File: src/rtl/video_timing_gen_if.sv
// Video timing bundle shared by the raster generator, the game core and the
// video output stage. The generator sits on the master side: it receives the
// pixel clock-enable, picture shift and core colour, and produces the raster
// coordinates, blank/sync and gated colour.
interface video_timing_gen_if #(
  parameter int POS_W = 9,
  parameter int RGB_W = 8
);
  logic             pix_ce;
  logic [3:0]       h_shift;
  logic [2:0]       v_shift;
  logic [RGB_W-1:0] rgb_in;
  logic [POS_W-1:0] hpos;
  logic [POS_W-1:0] vpos;
  logic [RGB_W-1:0] rgb_out;
  logic             hblank;
  logic             vblank;
  logic             hsync;
  logic             vsync;
  logic             vbl_stb;

  modport master (
    input  pix_ce, h_shift, v_shift, rgb_in,
    output hpos, vpos, rgb_out, hblank, vblank, hsync, vsync, vbl_stb
  );

  modport slave (
    output pix_ce, h_shift, v_shift, rgb_in,
    input  hpos, vpos, rgb_out, hblank, vblank, hsync, vsync, vbl_stb
  );
endinterface

File: src/rtl/video_timing_gen.sv
// video_timing_gen: parametrised raster timing generator.
// Counts pixels/lines on pix_ce, exposes look-ahead coordinates for the game
// core and registers blank, sync, gated colour and a vertical-blank strobe.
// Optional feature macro VTG_SHIFT_EN: when defined, the signed picture shift
// inputs are latched at frame start and move the sync windows; when undefined
// the shift is fixed at zero and no shift registers exist.

// Elaboration-time guard on the geometry: the porch minimums keep sync clear
// of the active region for every shift value, and the totals must fit the
// counter width.
module video_timing_gen_param_chk #(
  parameter int H_ACTIVE = 256,
  parameter int H_FP     = 38,
  parameter int H_SYNC   = 32,
  parameter int H_BP     = 58,
  parameter int V_ACTIVE = 224,
  parameter int V_FP     = 3,
  parameter int V_SYNC   = 7,
  parameter int V_BP     = 29,
  parameter int POS_W    = 9
) ();
  localparam int H_TOTAL = H_ACTIVE + H_FP + H_SYNC + H_BP;
  localparam int V_TOTAL = V_ACTIVE + V_FP + V_SYNC + V_BP;

  if (H_FP < 9) begin : g_chk_h_fp
    $fatal(1, "video_timing_gen: H_FP must be >= 9");
  end
  if (H_BP < 9) begin : g_chk_h_bp
    $fatal(1, "video_timing_gen: H_BP must be >= 9");
  end
  if (V_FP < 3) begin : g_chk_v_fp
    $fatal(1, "video_timing_gen: V_FP must be >= 3");
  end
  if (V_BP < 4) begin : g_chk_v_bp
    $fatal(1, "video_timing_gen: V_BP must be >= 4");
  end
  if (H_TOTAL > (1 << POS_W)) begin : g_chk_h_total
    $fatal(1, "video_timing_gen: H_TOTAL does not fit in POS_W bits");
  end
  if (V_TOTAL > (1 << POS_W)) begin : g_chk_v_total
    $fatal(1, "video_timing_gen: V_TOTAL does not fit in POS_W bits");
  end
endmodule

module video_timing_gen #(
  parameter int H_ACTIVE  = 256,
  parameter int H_FP      = 38,
  parameter int H_SYNC    = 32,
  parameter int H_BP      = 58,
  parameter int V_ACTIVE  = 224,
  parameter int V_FP      = 3,
  parameter int V_SYNC    = 7,
  parameter int V_BP      = 29,
  parameter int HPOS_LEAD = 16,
  parameter int POS_W     = 9,
  parameter int RGB_W     = 8,
  parameter int SYNC_POL  = 0
) (
  input  logic                  clk_sys,
  input  logic                  reset_n,
  video_timing_gen_if.master    vif
);

  localparam int H_TOTAL = H_ACTIVE + H_FP + H_SYNC + H_BP;
  localparam int V_TOTAL = V_ACTIVE + V_FP + V_SYNC + V_BP;
  // Window arithmetic is done two bits wider than the counters so that a
  // shifted window edge (up to total + 8) never wraps.
  localparam int CW = POS_W + 2;

  localparam logic [POS_W-1:0] H_LAST   = POS_W'(H_TOTAL - 1);
  localparam logic [POS_W-1:0] V_LAST   = POS_W'(V_TOTAL - 1);
  localparam logic [POS_W-1:0] H_ACT    = POS_W'(H_ACTIVE);
  localparam logic [POS_W-1:0] V_ACT    = POS_W'(V_ACTIVE);
  localparam logic [POS_W-1:0] H_LEAD   = POS_W'(HPOS_LEAD);
  localparam logic [CW-1:0]    HS_BASE  = CW'(H_ACTIVE + H_FP);
  localparam logic [CW-1:0]    VS_BASE  = CW'(V_ACTIVE + V_FP);
  localparam logic [CW-1:0]    HS_LEN   = CW'(H_SYNC);
  localparam logic [CW-1:0]    VS_LEN   = CW'(V_SYNC);
  localparam logic             SYNC_ACT = (SYNC_POL != 0) ? 1'b1 : 1'b0;

  video_timing_gen_param_chk #(
    .H_ACTIVE (H_ACTIVE),
    .H_FP     (H_FP),
    .H_SYNC   (H_SYNC),
    .H_BP     (H_BP),
    .V_ACTIVE (V_ACTIVE),
    .V_FP     (V_FP),
    .V_SYNC   (V_SYNC),
    .V_BP     (V_BP),
    .POS_W    (POS_W)
  ) u_param_chk ();

  logic [POS_W-1:0] hcnt_r;
  logic [POS_W-1:0] vcnt_r;
  logic [POS_W-1:0] hcnt_nxt_s;
  logic [POS_W-1:0] vcnt_nxt_s;
  logic             h_last_s;
  logic             v_last_s;
  logic [3:0]       hs_eff_s;
  logic [2:0]       vs_eff_s;
  logic [CW-1:0]    hcnt_x_s;
  logic [CW-1:0]    vcnt_x_s;
  logic [CW-1:0]    hs_lo_s;
  logic [CW-1:0]    hs_hi_s;
  logic [CW-1:0]    vs_lo_s;
  logic [CW-1:0]    vs_hi_s;
  logic             hs_match_s;
  logic             vs_match_s;
  logic             hblank_s;
  logic             vblank_s;
  logic             hblank_r;
  logic             vblank_r;
  logic             hsync_r;
  logic             vsync_r;
  logic [RGB_W-1:0] rgb_r;
  logic             vbl_stb_r;

  assign h_last_s = (hcnt_r == H_LAST);
  assign v_last_s = (vcnt_r == V_LAST);

  // Next raster position: step one pixel, wrap the line and then the frame.
  always_comb begin
    hcnt_nxt_s = hcnt_r + POS_W'(1);
    vcnt_nxt_s = vcnt_r;
    if (h_last_s) begin
      hcnt_nxt_s = {POS_W{1'b0}};
      if (v_last_s) begin
        vcnt_nxt_s = {POS_W{1'b0}};
      end else begin
        vcnt_nxt_s = vcnt_r + POS_W'(1);
      end
    end else begin
      vcnt_nxt_s = vcnt_r;
    end
  end

  // Raster counters advance only on pixel clock-enables.
  always_ff @(posedge clk_sys or negedge reset_n) begin
    if (!reset_n) begin
      hcnt_r <= {POS_W{1'b0}};
      vcnt_r <= {POS_W{1'b0}};
    end else if (vif.pix_ce) begin
      hcnt_r <= hcnt_nxt_s;
      vcnt_r <= vcnt_nxt_s;
    end
  end

`ifdef VTG_SHIFT_EN
  logic [3:0] hs_eff_r;
  logic [2:0] vs_eff_r;

  // Latch the picture shift only as the frame wraps so a frame never tears.
  always_ff @(posedge clk_sys or negedge reset_n) begin
    if (!reset_n) begin
      hs_eff_r <= 4'd0;
      vs_eff_r <= 3'd0;
    end else if (vif.pix_ce && h_last_s && v_last_s) begin
      hs_eff_r <= vif.h_shift;
      vs_eff_r <= vif.v_shift;
    end
  end

  assign hs_eff_s = hs_eff_r;
  assign vs_eff_s = vs_eff_r;
`else
  logic unused_shift_s;

  assign hs_eff_s       = 4'd0;
  assign vs_eff_s       = 3'd0;
  assign unused_shift_s = ^{vif.h_shift, vif.v_shift};
`endif

  // Sync windows start earlier for a positive shift, which moves the picture
  // right/down relative to sync. The shift is sign-extended into the wide
  // domain; the porch minimums keep every edge positive.
  assign hcnt_x_s = {2'b00, hcnt_r};
  assign vcnt_x_s = {2'b00, vcnt_r};
  assign hs_lo_s  = HS_BASE - {{(CW-4){hs_eff_s[3]}}, hs_eff_s};
  assign vs_lo_s  = VS_BASE - {{(CW-3){vs_eff_s[2]}}, vs_eff_s};
  assign hs_hi_s  = hs_lo_s + HS_LEN;
  assign vs_hi_s  = vs_lo_s + VS_LEN;

  assign hs_match_s = (hcnt_x_s >= hs_lo_s) && (hcnt_x_s < hs_hi_s);
  assign vs_match_s = (vcnt_x_s >= vs_lo_s) && (vcnt_x_s < vs_hi_s);
  assign hblank_s   = (hcnt_r >= H_ACT);
  assign vblank_s   = (vcnt_r >= V_ACT);

  // Output stage: blank, sync and gated colour from the pre-increment
  // position; the strobe marks the clock right after vblank rises.
  always_ff @(posedge clk_sys or negedge reset_n) begin
    if (!reset_n) begin
      hblank_r  <= 1'b1;
      vblank_r  <= 1'b1;
      hsync_r   <= ~SYNC_ACT;
      vsync_r   <= ~SYNC_ACT;
      rgb_r     <= {RGB_W{1'b0}};
      vbl_stb_r <= 1'b0;
    end else begin
      vbl_stb_r <= vif.pix_ce & vblank_s & ~vblank_r;
      if (vif.pix_ce) begin
        hblank_r <= hblank_s;
        vblank_r <= vblank_s;
        hsync_r  <= hs_match_s ^ ~SYNC_ACT;
        vsync_r  <= vs_match_s ^ ~SYNC_ACT;
        rgb_r    <= (hblank_s || vblank_s) ? {RGB_W{1'b0}} : vif.rgb_in;
      end
    end
  end

  assign vif.hpos    = hcnt_r + H_LEAD;
  assign vif.vpos    = vcnt_r;
  assign vif.hblank  = hblank_r;
  assign vif.vblank  = vblank_r;
  assign vif.hsync   = hsync_r;
  assign vif.vsync   = vsync_r;
  assign vif.rgb_out = rgb_r;
  assign vif.vbl_stb = vbl_stb_r;

endmodule
File: src/flat_wrapper.sv
// flat-port wrapper written by rule: the top's interface ports become plain ports
module video_timing_gen_flat 
#(
  parameter int H_ACTIVE  = 256,
  parameter int H_FP      = 38,
  parameter int H_SYNC    = 32,
  parameter int H_BP      = 58,
  parameter int V_ACTIVE  = 224,
  parameter int V_FP      = 3,
  parameter int V_SYNC    = 7,
  parameter int V_BP      = 29,
  parameter int HPOS_LEAD = 16,
  parameter int POS_W     = 9,
  parameter int RGB_W     = 8,
  parameter int SYNC_POL  = 0
)
  (clk_sys, reset_n, vif_pix_ce, vif_h_shift, vif_v_shift, vif_rgb_in, vif_hpos, vif_vpos, vif_rgb_out, vif_hblank, vif_vblank, vif_hsync, vif_vsync, vif_vbl_stb);
  video_timing_gen_if #(.POS_W(POS_W), .RGB_W(RGB_W)) vif_i ();
  input  logic clk_sys;
  input  logic reset_n;
  input wire logic [$bits(vif_i.pix_ce)-1:0] vif_pix_ce;
  input wire logic [$bits(vif_i.h_shift)-1:0] vif_h_shift;
  input wire logic [$bits(vif_i.v_shift)-1:0] vif_v_shift;
  input wire logic [$bits(vif_i.rgb_in)-1:0] vif_rgb_in;
  output wire logic [$bits(vif_i.hpos)-1:0] vif_hpos;
  output wire logic [$bits(vif_i.vpos)-1:0] vif_vpos;
  output wire logic [$bits(vif_i.rgb_out)-1:0] vif_rgb_out;
  output wire logic [$bits(vif_i.hblank)-1:0] vif_hblank;
  output wire logic [$bits(vif_i.vblank)-1:0] vif_vblank;
  output wire logic [$bits(vif_i.hsync)-1:0] vif_hsync;
  output wire logic [$bits(vif_i.vsync)-1:0] vif_vsync;
  output wire logic [$bits(vif_i.vbl_stb)-1:0] vif_vbl_stb;
  assign vif_i.pix_ce = vif_pix_ce;
  assign vif_i.h_shift = vif_h_shift;
  assign vif_i.v_shift = vif_v_shift;
  assign vif_i.rgb_in = vif_rgb_in;
  assign vif_hpos = vif_i.hpos;
  assign vif_vpos = vif_i.vpos;
  assign vif_rgb_out = vif_i.rgb_out;
  assign vif_hblank = vif_i.hblank;
  assign vif_vblank = vif_i.vblank;
  assign vif_hsync = vif_i.hsync;
  assign vif_vsync = vif_i.vsync;
  assign vif_vbl_stb = vif_i.vbl_stb;
  video_timing_gen #(.H_ACTIVE(H_ACTIVE), .H_FP(H_FP), .H_SYNC(H_SYNC), .H_BP(H_BP), .V_ACTIVE(V_ACTIVE), .V_FP(V_FP), .V_SYNC(V_SYNC), .V_BP(V_BP), .HPOS_LEAD(HPOS_LEAD), .POS_W(POS_W), .RGB_W(RGB_W), .SYNC_POL(SYNC_POL)) u_core (.clk_sys(clk_sys), .reset_n(reset_n), .vif(vif_i));
endmodule
File: config.mk
export PLATFORM = sky130hd
export DESIGN_NAME = video_timing_gen_flat
export DESIGN_NICKNAME = d
export VERILOG_FILES = /design/src/rtl/video_timing_gen_if.sv /design/src/rtl/video_timing_gen.sv /design/src/flat_wrapper.sv
export SDC_FILE = /design/constraint.sdc
export NUM_CORES = 1
export LEC_CHECK = 0
export ABC_CLOCK_PERIOD_IN_PS = 4100
export CAP_MARGIN = 20
export CORE_MARGIN = 2
export CORE_UTILIZATION = 52
export CTS_BUF_LIST = sky130_fd_sc_hd__clkbuf_4
export DETAILED_ROUTE_END_ITERATION = 8
export GPL_TIMING_DRIVEN = 0
export PLACE_DENSITY = 0.93
export RECOVER_POWER = 100
export SLEW_MARGIN = 20
export SYNTH_ARGS = -nofsm -noshare
export SYNTH_HDL_FRONTEND = slang
export SYNTH_SLANG_ARGS = --single-unit
File: constraint.sdc
create_clock -name clk_sys -period 4.1 [get_ports clk_sys]
set_input_delay 0.615 -clock clk_sys [delete_from_list [all_inputs] [get_ports clk_sys]]
set_output_delay 0.615 -clock clk_sys [all_outputs]
set_load 0.005 [all_outputs]
==> impl_metrics.json, run 1 <==
{
  "status": "finished with violations",
  "violations": "capacitance limit, slew limit",
  "synth.area.top_cells": "dfrtp_1 43%, dfstp_2 6.6%, ha_1 5.5%, xnor2_1 5.0%, o21ai_0 4.4%",
  "synth_area_um2": 1580,
  "ys_warn_count": 0,
  "timing.rr.start": "u_core.hcnt_r[5]",
  "rows": 20,
  "first_pass_iters": 5,
  "synth_top_family_by_area": "simple AND/OR/NAND/NOR gates",
  "cts_tree": "done",
  "fillers": 236,
  "slew_viol_final": 32,
  "routed_wl_mm": 3.11,
  "seq_area_frac_synth": 0.493,
  "synth_common_cells": "27 x dfrtp_1, 16 x inv_1, 15 x nand2_1, 14 x o21ai_0, 13 x nor2_1",
  "synth_area_per_cell_um2": 9.83,
  "synth_top_area_frac": 0.427,
  "slew_headroom": -0.0283,
  "cts.path.max_buffers": 2,
  "die_h_um": 59.2,
  "antenna_found_initial": 0,
  "reg2reg_depth": 6,
  "synth_compound_area_frac": 0.0877,
  "r2r_slack_ns": 2.14,
  "die_area_um2": 3500,
  "via_count": 1285,
  "worstHoldPathCells": 2,
  "total_power_mw": 0.845,
  "grt_max_degree": 32,
  "hold_viol": 0,
  "pwr_density_cell_nw_per_um2": 404,
  "cts_made_buffers": 5,
  "required_ns": 3.48,
  "hp-start": "u_core.vif.rgb_out[1]",
  "synth_area_leader_cell": "dfrtp_1",
  "setup-violations-final": 0,
  "grt_pass1_wl_mm": 5.42,
  "synth_edf_count": 0,
  "initial_utilization": 0.532,
  "drt-vias-per-instance": 5.29,
  "p_leak_nw": 1.00,
  "worst_slew_pin_slew_ns": 1.54,
  "cts.sink_count": 31,
  "crit_path_start_kind": "flip-flop",
  "die_w_um": 59.2,
  "h-tree-depth": 2,
  "setup_ws_ns": 1.55,
  "synthCells": 161,
  "crit_type": "flip-flop to primary output",
  "syn2layout_area_growth_pct": 31.9,
  "yosys.cell_types.count": 35,
  "antenna_cells": 0,
  "clkLatencyLatePin_ns": 0.33,
  "finalWeightedCongestion": 0.838,
  "cp.arrival_ns": 1.93,
  "overflow": 0,
  "synth-simple-area-share": 0.198,
  "preCtsSetupSlack_ns": 1.85,
  "tns_ns": 0,
  "peakVddDrop_v": 0.000249,
  "cts.repair.resized": 0,
  "rr_endpoint": "u_core.vif.vpos[2]",
  "synthFlopType": "dfrtp_1",
  "remaining_drc_errors": 0,
  "drive_gt1_frac": 0.0762,
  "synth.area.mux_share": 0.0277,
  "core_area_um2": 2980,
  "cts-root-buf": "clkbuf_4",
  "drtIter0Drc": 54,
  "clk_pin_slew_ns": 0.10,
  "ys_seq_elements": 31,
  "skew_ns": 0.00396,
  "post_cts_buffers": 0,
  "io_pins": 49,
  "ant_nets": 0,
  "min_to": "u_core.vif.rgb_out[1]",
  "end_kind": "primary output",
  "grt_usage": 0.209,
  "syn-num-nets": 186,
  "hpwlAfterDp_mm": 2.26,
  "async_reset_ff_frac": 1.00,
  "holdBufCountCts": 0,
  "max_freq_mhz": 392,
  "synth-xor-area-share": 0.0664,
  "post-route-period-util": 0.622,
  "hp-class": "flip-flop to flip-flop",
  "maxCapViolations": 1,
  "port_buffers": 41,
  "final.min_clock_period_ns": 2.55,
  "worstPathMaxFanout": 6,
  "layout.nets": 234,
  "yosys.area_share.adder": 0.0553,
  "rsz0062_at_grt": "no",
  "grt_pass1_vias": 1239,
  "avgRoutedWirePerCell_um": 12.8,
  "yosysMostFrequentCell": "dfrtp_1"
}
cell type report:
cell class                 instances  area [um2]  area share
buffer                             9        50.0      0.0240
sequential                        31         781       0.374
clock inverter                     3        38.8      0.0186
inverter                          16        60.1      0.0288
clock buffer                       5        37.5      0.0180
tap                               33        41.3      0.0198
multi-input combinational        105         676       0.324
timing repair buffer              41         404       0.194
worst max-delay path, cell delays in order, from the launching register on:
cell           delay (ns)
dfrtp_1              0.46
ha_1                 0.29
nand3_1              0.11
xnor2_1              0.16
dlygate4sd3_1        0.58
layout by cell type (no fill, tap or decap), types with 5 or more instances in the layout:
cell type,Yosys,final
clkbuf_1,2,5
o21ai_0,14,14
ha_1,7,7
dlygate4sd3_1,0,25
nand2_1,15,16
xnor2_1,9,9
clkbuf_4,0,8
clkdlybuf4s50_1,0,15
dfrtp_1,27,27
inv_1,16,16
nand3_1,8,8
nor2_1,13,13
registers in the layout, summed over array words and instances, names as in the netlist:
register	count
u_core.hcnt_r	9
u_core.vif.vpos	9
u_core.vif.rgb_out	8
u_core.vif.hblank	1
u_core.vif.hsync	1
u_core.vif.vbl_stb	1
u_core.vif.vblank	1
u_core.vif.vsync	1
logic make-up after synthesis:
kind of cell	count (synthesis)
fa+ha+maj	7
buf+inv	25
compound gates	23
xor+xnor	12
flops	31
mux	4
simple gates	59
where the power goes:
part           leakage [nW]  internal [mW]  switching, mW
clock                0.0426          0.125          0.103
sequential            0.383          0.341         0.0454
combinational         0.578          0.134         0.0954
per-layer routing:
layer / share of wire / up-vias / track usage
met2: 0.47 / 41 / 0.330
met1: 0.45 / 599 / 0.264
li1: - / 637 / -
met4: 0.021 / 0 / 0.0844
met3: 0.059 / 8 / 0.0721
met5: 0 / - / 0
worst max path at each step:
stage	start	endpoint	slack (ns)	cells past startpoint
finish	u_core.hcnt_r[5]	vif_hpos[8]	1.55	4
global route	u_core.hcnt_r[5]	vif_hpos[8]	1.40	4
CTS	u_core.hcnt_r[5]	vif_hpos[8]	1.58	4
floorplan	u_core.hcnt_r[5]	u_core.vif.vpos[4]	2.54	6
detailed placement	vif_pix_ce	u_core.vif.vpos[6]	1.85	6
global placement	vif_pix_ce	u_core.vif.vpos[6]	1.85	6
stage by stage:
stage	hold slack, ns	instances	utilization	area (um2)
floorplan	0.319	161	-	1580
global placement	0.488	235	0.683	2030
detailed placement	0.491	235	0.682	2030
CTS	0.312	243	0.707	2110
global route	0.540	243	0.701	2090
finish	0.517	243	0.701	2090
Note: power is estimated with default switching activity, not from simulation.
==> run 2: changes to the inputs <==
- ABC_CLOCK_PERIOD_IN_PS: 4100 -> 2550
- CORE_UTILIZATION: 52 -> 48
- PLACE_DENSITY: 0.93 -> 0.87
- clock period: 4.1 -> 2.55 ns (I/O delays scaled with it)
==> run 2 against run 1 <==
Effect of this change:
- utilization down 3.0 points
- critical path type unchanged
- final cell count up 4.5%
- sequential power up 60%
- clock-buffer cell count up 2
- register-to-register slack worse by 1.5 ns
- die area up 7.8%
- largest power group unchanged
- first-iteration DRC count down 46%
- the run still ends with capacitance limit, slew limit left
- global-route usage down 1.6 points
- largest cell class unchanged
- worst hold slack worse by 0.084 ns
- final area down 0.24%
==> impl_metrics.json, run 2 (synthesis gave the netlist of run 1 again) <==
{
  "status": "finished with violations",
  "violations": "capacitance limit, slew limit",
  "peakVddDrop_v": 0.000352,
  "antenna_cells": 0,
  "mostFrequentLayoutCells": "27 x dlygate4sd3_1, 27 x dfrtp_1, 16 x inv_1, 16 x nand2_1, 14 x o21ai_0",
  "routed_wl_mm": 3.16,
  "io_pins": 49,
  "crit_path_start_kind": "flip-flop",
  "post_cts_buffers": 0,
  "cts_made_buffers": 5,
  "hp-class": "input pin to async pin",
  "clk_pin_slew_ns": 0.09,
  "antenna_found_initial": 0,
  "drive_gt1_frac": 0.0857,
  "cts.path.max_buffers": 2,
  "maxCapViolations": 1,
  "final.min_clock_period_ns": 2.30,
  "cts.repair.resized": 0,
  "drtIter0Drc": 29,
  "core_area_um2": 3100,
  "max_stage_delay_ns": 0.58,
  "tns_ns": 0,
  "overflow": 0,
  "clkLatencyLatePin_ns": 0.33,
  "required_ns": 2.17,
  "p_leak_nw": 0.997,
  "post-route-period-util": 0.901,
  "remaining_drc_errors": 0,
  "skew_ns": 0.00765,
  "holdBufCountCts": 0,
  "port_buffers": 41,
  "grt_usage": 0.193,
  "slowest_stage": "dlygate4sd3_1",
  "holdWs_ns": 0.433,
  "grt_max_degree": 32,
  "via_count": 1268,
  "fillers": 277,
  "hpwlAfterDp_mm": 2.29,
  "rows": 20,
  "cp.arrival_ns": 1.91,
  "finalWeightedCongestion": 0.833,
  "rsz0062_at_grt": "no",
  "initial_utilization": 0.510,
  "slew_viol_final": 32,
  "crit_type": "flip-flop to primary output",
  "grt_pass1_wl_mm": 5.24,
  "worstPathMaxFanout": 6,
  "h-tree-depth": 2,
  "first_pass_iters": 4,
  "max_freq_mhz": 435,
  "hold_viol": 0,
  "setup-violations-final": 0,
  "fin_util": 0.671,
  "die_h_um": 61.4,
  "cts.sink_count": 31,
  "worst_slew_pin_slew_ns": 1.58,
  "end_kind": "primary output",
  "layout.nets": 234,
  "die_area_um2": 3770,
  "ant_nets": 0,
  "cts-root-buf": "clkbuf_4",
  "avgRoutedWirePerCell_um": 12.4,
  "die_w_um": 61.4,
  "grt_pass1_vias": 1170,
  "cts_tree": "done",
  "syn2layout_area_growth_pct": 31.6,
  "pwr_density_cell_nw_per_um2": 610,
  "slew_headroom": -0.0538,
  "drt-vias-per-instance": 4.99,
  "path_cells": "ha_1 -> nand3_1 -> xnor2_1 -> dlygate4sd3_1"
}
## run 2: cell count changes in the layout (fill, tap and decap cells not counted)
cell / change
buf_4: +1
clkinv_1: -1
dfstp_1: -1
bufinv_16: -1
clkdlybuf4s50_1: -2
clkbuf_4: +1
dlygate4sd3_1: +2
dfstp_2: +1
## run 2: layout make-up
| class | instances | area [um2] | area share |
|---|---|---|---|
| buffer | 9 | 50.0 | 0.0240 |
| clock buffer | 7 | 52.6 | 0.0252 |
| clock inverter | 1 | 5.00 | 0.00240 |
| inverter | 16 | 60.1 | 0.0288 |
| multi-input combinational | 105 | 676 | 0.324 |
| sequential | 31 | 781 | 0.375 |
| tap | 44 | 55.1 | 0.0264 |
| timing repair buffer | 41 | 404 | 0.194 |
## run 2: final timing paths
| check | startpoint | end | slack [ns] | cells past startpoint |
|---|---|---|---|---|
| worst max-delay path | u_core.hcnt_r[5] | vif_hpos[8] | 0.25 | 4 |
| worst min-delay path | reset_n | u_core.hcnt_r[4] | 0.43 | 1 |
| worst max register to register | u_core.hcnt_r[5] | u_core.vif.vpos[8] | 0.61 | 6 |
| worst min register to register | u_core.vif.hsync | u_core.vif.hsync | 0.50 | 2 |
| max in group asynchronous | reset_n | u_core.vif.rgb_out[3] | 1.20 | 1 |
| min in group clk_sys | u_core.vif.hsync | u_core.vif.hsync | 0.50 | 2 |
## run 2: per-layer routing
layer / routed length [um] / up-vias / GRT usage / part of all wire
met5: 0 / - / 0 / 0
met4: 46 / 0 / 0.0638 / 0.015
met3: 204 / 7 / 0.0630 / 0.065
met2: 1440 / 33 / 0.305 / 0.46
met1: 1470 / 591 / 0.252 / 0.47
li1: - / 637 / - / -
## run 2: through the flow
stage / setup WS [ns] / total power [mW] / area (um2) / std cells
after CTS: 0.303 / 1.31 / 2100 / 254
after floorplan: 0.994 / 0.814 / 1580 / 161
final: 0.253 / 1.27 / 2080 / 254
after global placement: 0.551 / 1.01 / 2050 / 246
after detailed placement: 0.540 / 1.02 / 2040 / 246
after global routing: 0.137 / 1.36 / 2080 / 254
## run 2: power breakdown
group	total, mW	switching (mW)	internal (mW)
registers	0.621	0.0724	0.549
clock network	0.289	0.161	0.129
logic	0.360	0.148	0.212
## run 2: critical path, delay by kind of cell (launching register included)
kind	cells	cell delay, ns
buf+inv	1	0.58
flops	1	0.46
fa+ha+maj	1	0.29
xor+xnor	1	0.15
simple gates	1	0.11
==> run 3: changes to the inputs <==
- ABC_CLOCK_PERIOD_IN_PS: 2550 -> 2300
- clock period: 2.55 -> 2.3 ns (I/O delays scaled with it)
==> run 3 against run 2 <==
Effect of this change:
- the run still ends with capacitance limit, slew limit left
- final area up 0.18%
- sequential cell count unchanged
- utilization up 0.12 points
- first-iteration DRC count down 3.4%
- worst setup slack worse by 0.12 ns
- final cell count unchanged
- sequential share of layout area down 0.067 points
- critical path depth unchanged
- clock skew about the same
- wire length about the same
- combinational power up 12%
- critical path type unchanged
==> impl_metrics.json, run 3 (synthesis gave the netlist of run 1 again) <==
{
  "setup-violations-final": 0,
  "core_area_um2": 3100,
  "grt_usage": 0.193,
  "overflow": 0,
  "drtIter0Drc": 28,
  "cts.sink_count": 31,
  "worst_slew_pin_slew_ns": 1.58,
  "finalWeightedCongestion": 0.833,
  "peakVddDrop_v": 0.000391,
  "fin_util": 0.673,
  "fin_cells": 254,
  "via_count": 1268,
  "first_pass_iters": 4,
  "setup_ws_ns": 0.135,
  "antenna_cells": 0,
  "final_common_cell": "dfrtp_1",
  "hpwlAfterDp_mm": 2.29,
  "violations": "capacitance limit, slew limit",
  "antenna_found_initial": 0,
  "maxCapViolations": 1,
  "worstPathMaxFanout": 6,
  "avgRoutedWirePerCell_um": 12.4,
  "cts.path.max_buffers": 2,
  "drive_gt1_frac": 0.0952,
  "holdWs_ns": 0.394,
  "grt_max_degree": 32,
  "initial_utilization": 0.510,
  "p_leak_nw": 0.995,
  "cts_made_buffers": 5,
  "grt_pass1_wl_mm": 5.24,
  "skew_ns": 0.00740,
  "ant_nets": 0,
  "post-route-period-util": 0.941,
  "cts-root-buf": "clkbuf_4",
  "max_freq_mhz": 462,
  "end_kind": "primary output",
  "die_w_um": 61.4,
  "crit_type": "flip-flop to primary output",
  "hp-class": "input pin to async pin",
  "h-tree-depth": 2,
  "dpl_cell_area_um2": 2040,
  "cp.arrival_ns": 1.82,
  "remaining_drc_errors": 0,
  "io_pins": 49,
  "final.min_clock_period_ns": 2.17,
  "syn2layout_area_growth_pct": 31.9,
  "clk_pin_slew_ns": 0.09,
  "slew_headroom": -0.0506,
  "die_area_um2": 3770,
  "required_ns": 1.96,
  "pwr_density_cell_nw_per_um2": 677,
  "hold_viol": 0,
  "rsz0062_at_grt": "no",
  "grt_pass1_vias": 1170,
  "rows": 20,
  "die_h_um": 61.4,
  "status": "finished with violations",
  "total_power_mw": 1.41,
  "port_buffers": 41,
  "holdBufCountCts": 0,
  "crit_path_start_kind": "flip-flop",
  "final_cell_area_um2": 2090,
  "routed_wl_mm": 3.16,
  "layout.nets": 234,
  "slew_viol_final": 32,
  "preCtsSetupSlack_ns": 0.328,
  "mostFrequentLayoutCells": "27 x dfrtp_1, 26 x dlygate4sd3_1, 16 x inv_1, 16 x nand2_1",
  "clkLatencyLatePin_ns": 0.33,
  "cts_tree": "done",
  "tns_ns": 0,
  "drt-vias-per-instance": 4.99,
  "dp.cells": 246
}
## run 3: changes by cell type in the layout (fill, tap and decap cells not counted), sizes merged
cell           delta
dlygate4sd3       -1
clkdlybuf4s50     +1
## run 3: final timing paths
path | start | end | slack [ns] | cells after the start
min | reset_n | u_core.hcnt_r[4] | 0.39 | 1
max reg2reg | u_core.hcnt_r[5] | u_core.vif.vpos[8] | 0.39 | 6
max in group asynchronous | reset_n | u_core.vif.rgb_out[3] | 0.99 | 1
min in group clk_sys | u_core.vif.hsync | u_core.vif.hsync | 0.50 | 2
min reg2reg | u_core.vif.hsync | u_core.vif.hsync | 0.50 | 2
max | u_core.hcnt_r[5] | vif_hpos[8] | 0.13 | 4
## run 3: metal layers
metal	GRT usage	up-vias	part of all wire
met5	0	-	0
met4	0.0638	0	0.015
met3	0.0630	7	0.065
met2	0.305	33	0.46
met1	0.252	593	0.47
li1	-	635	-
## run 3: area by class of cell
cell class | count | area [um2]
Buffer | 9 | 51.3
Inverter | 16 | 60.1
Multi-Input combinational cell | 105 | 678
Clock buffer | 7 | 52.6
Fill cell | 275 | 1020
Clock inverter | 1 | 5.00
Sequential cell | 31 | 781
Tap cell | 44 | 55.1
Timing Repair Buffer | 41 | 404
## run 3: repair_timing
action | in CTS | in global routing
gates resized for setup | 0 | 1
setup endpoints to repair | 0 | 1
setup buffers | 0 | 0
## run 3: worst max-delay path, cell delays in order (launching register included)
cell and delay, ns:
dfrtp_1 0.46, ha_2 0.27, nand3_1 0.10, xnor2_1 0.15, clkdlybuf4s50_1 0.51
## run 3: report_power, final
| part | leakage [nW] | internal, mW | switching [mW] | total, mW |
|---|---|---|---|---|
| registers | 0.385 | 0.609 | 0.0814 | 0.690 |
| logic | 0.574 | 0.238 | 0.165 | 0.403 |
| clock network | 0.0361 | 0.143 | 0.178 | 0.320 |
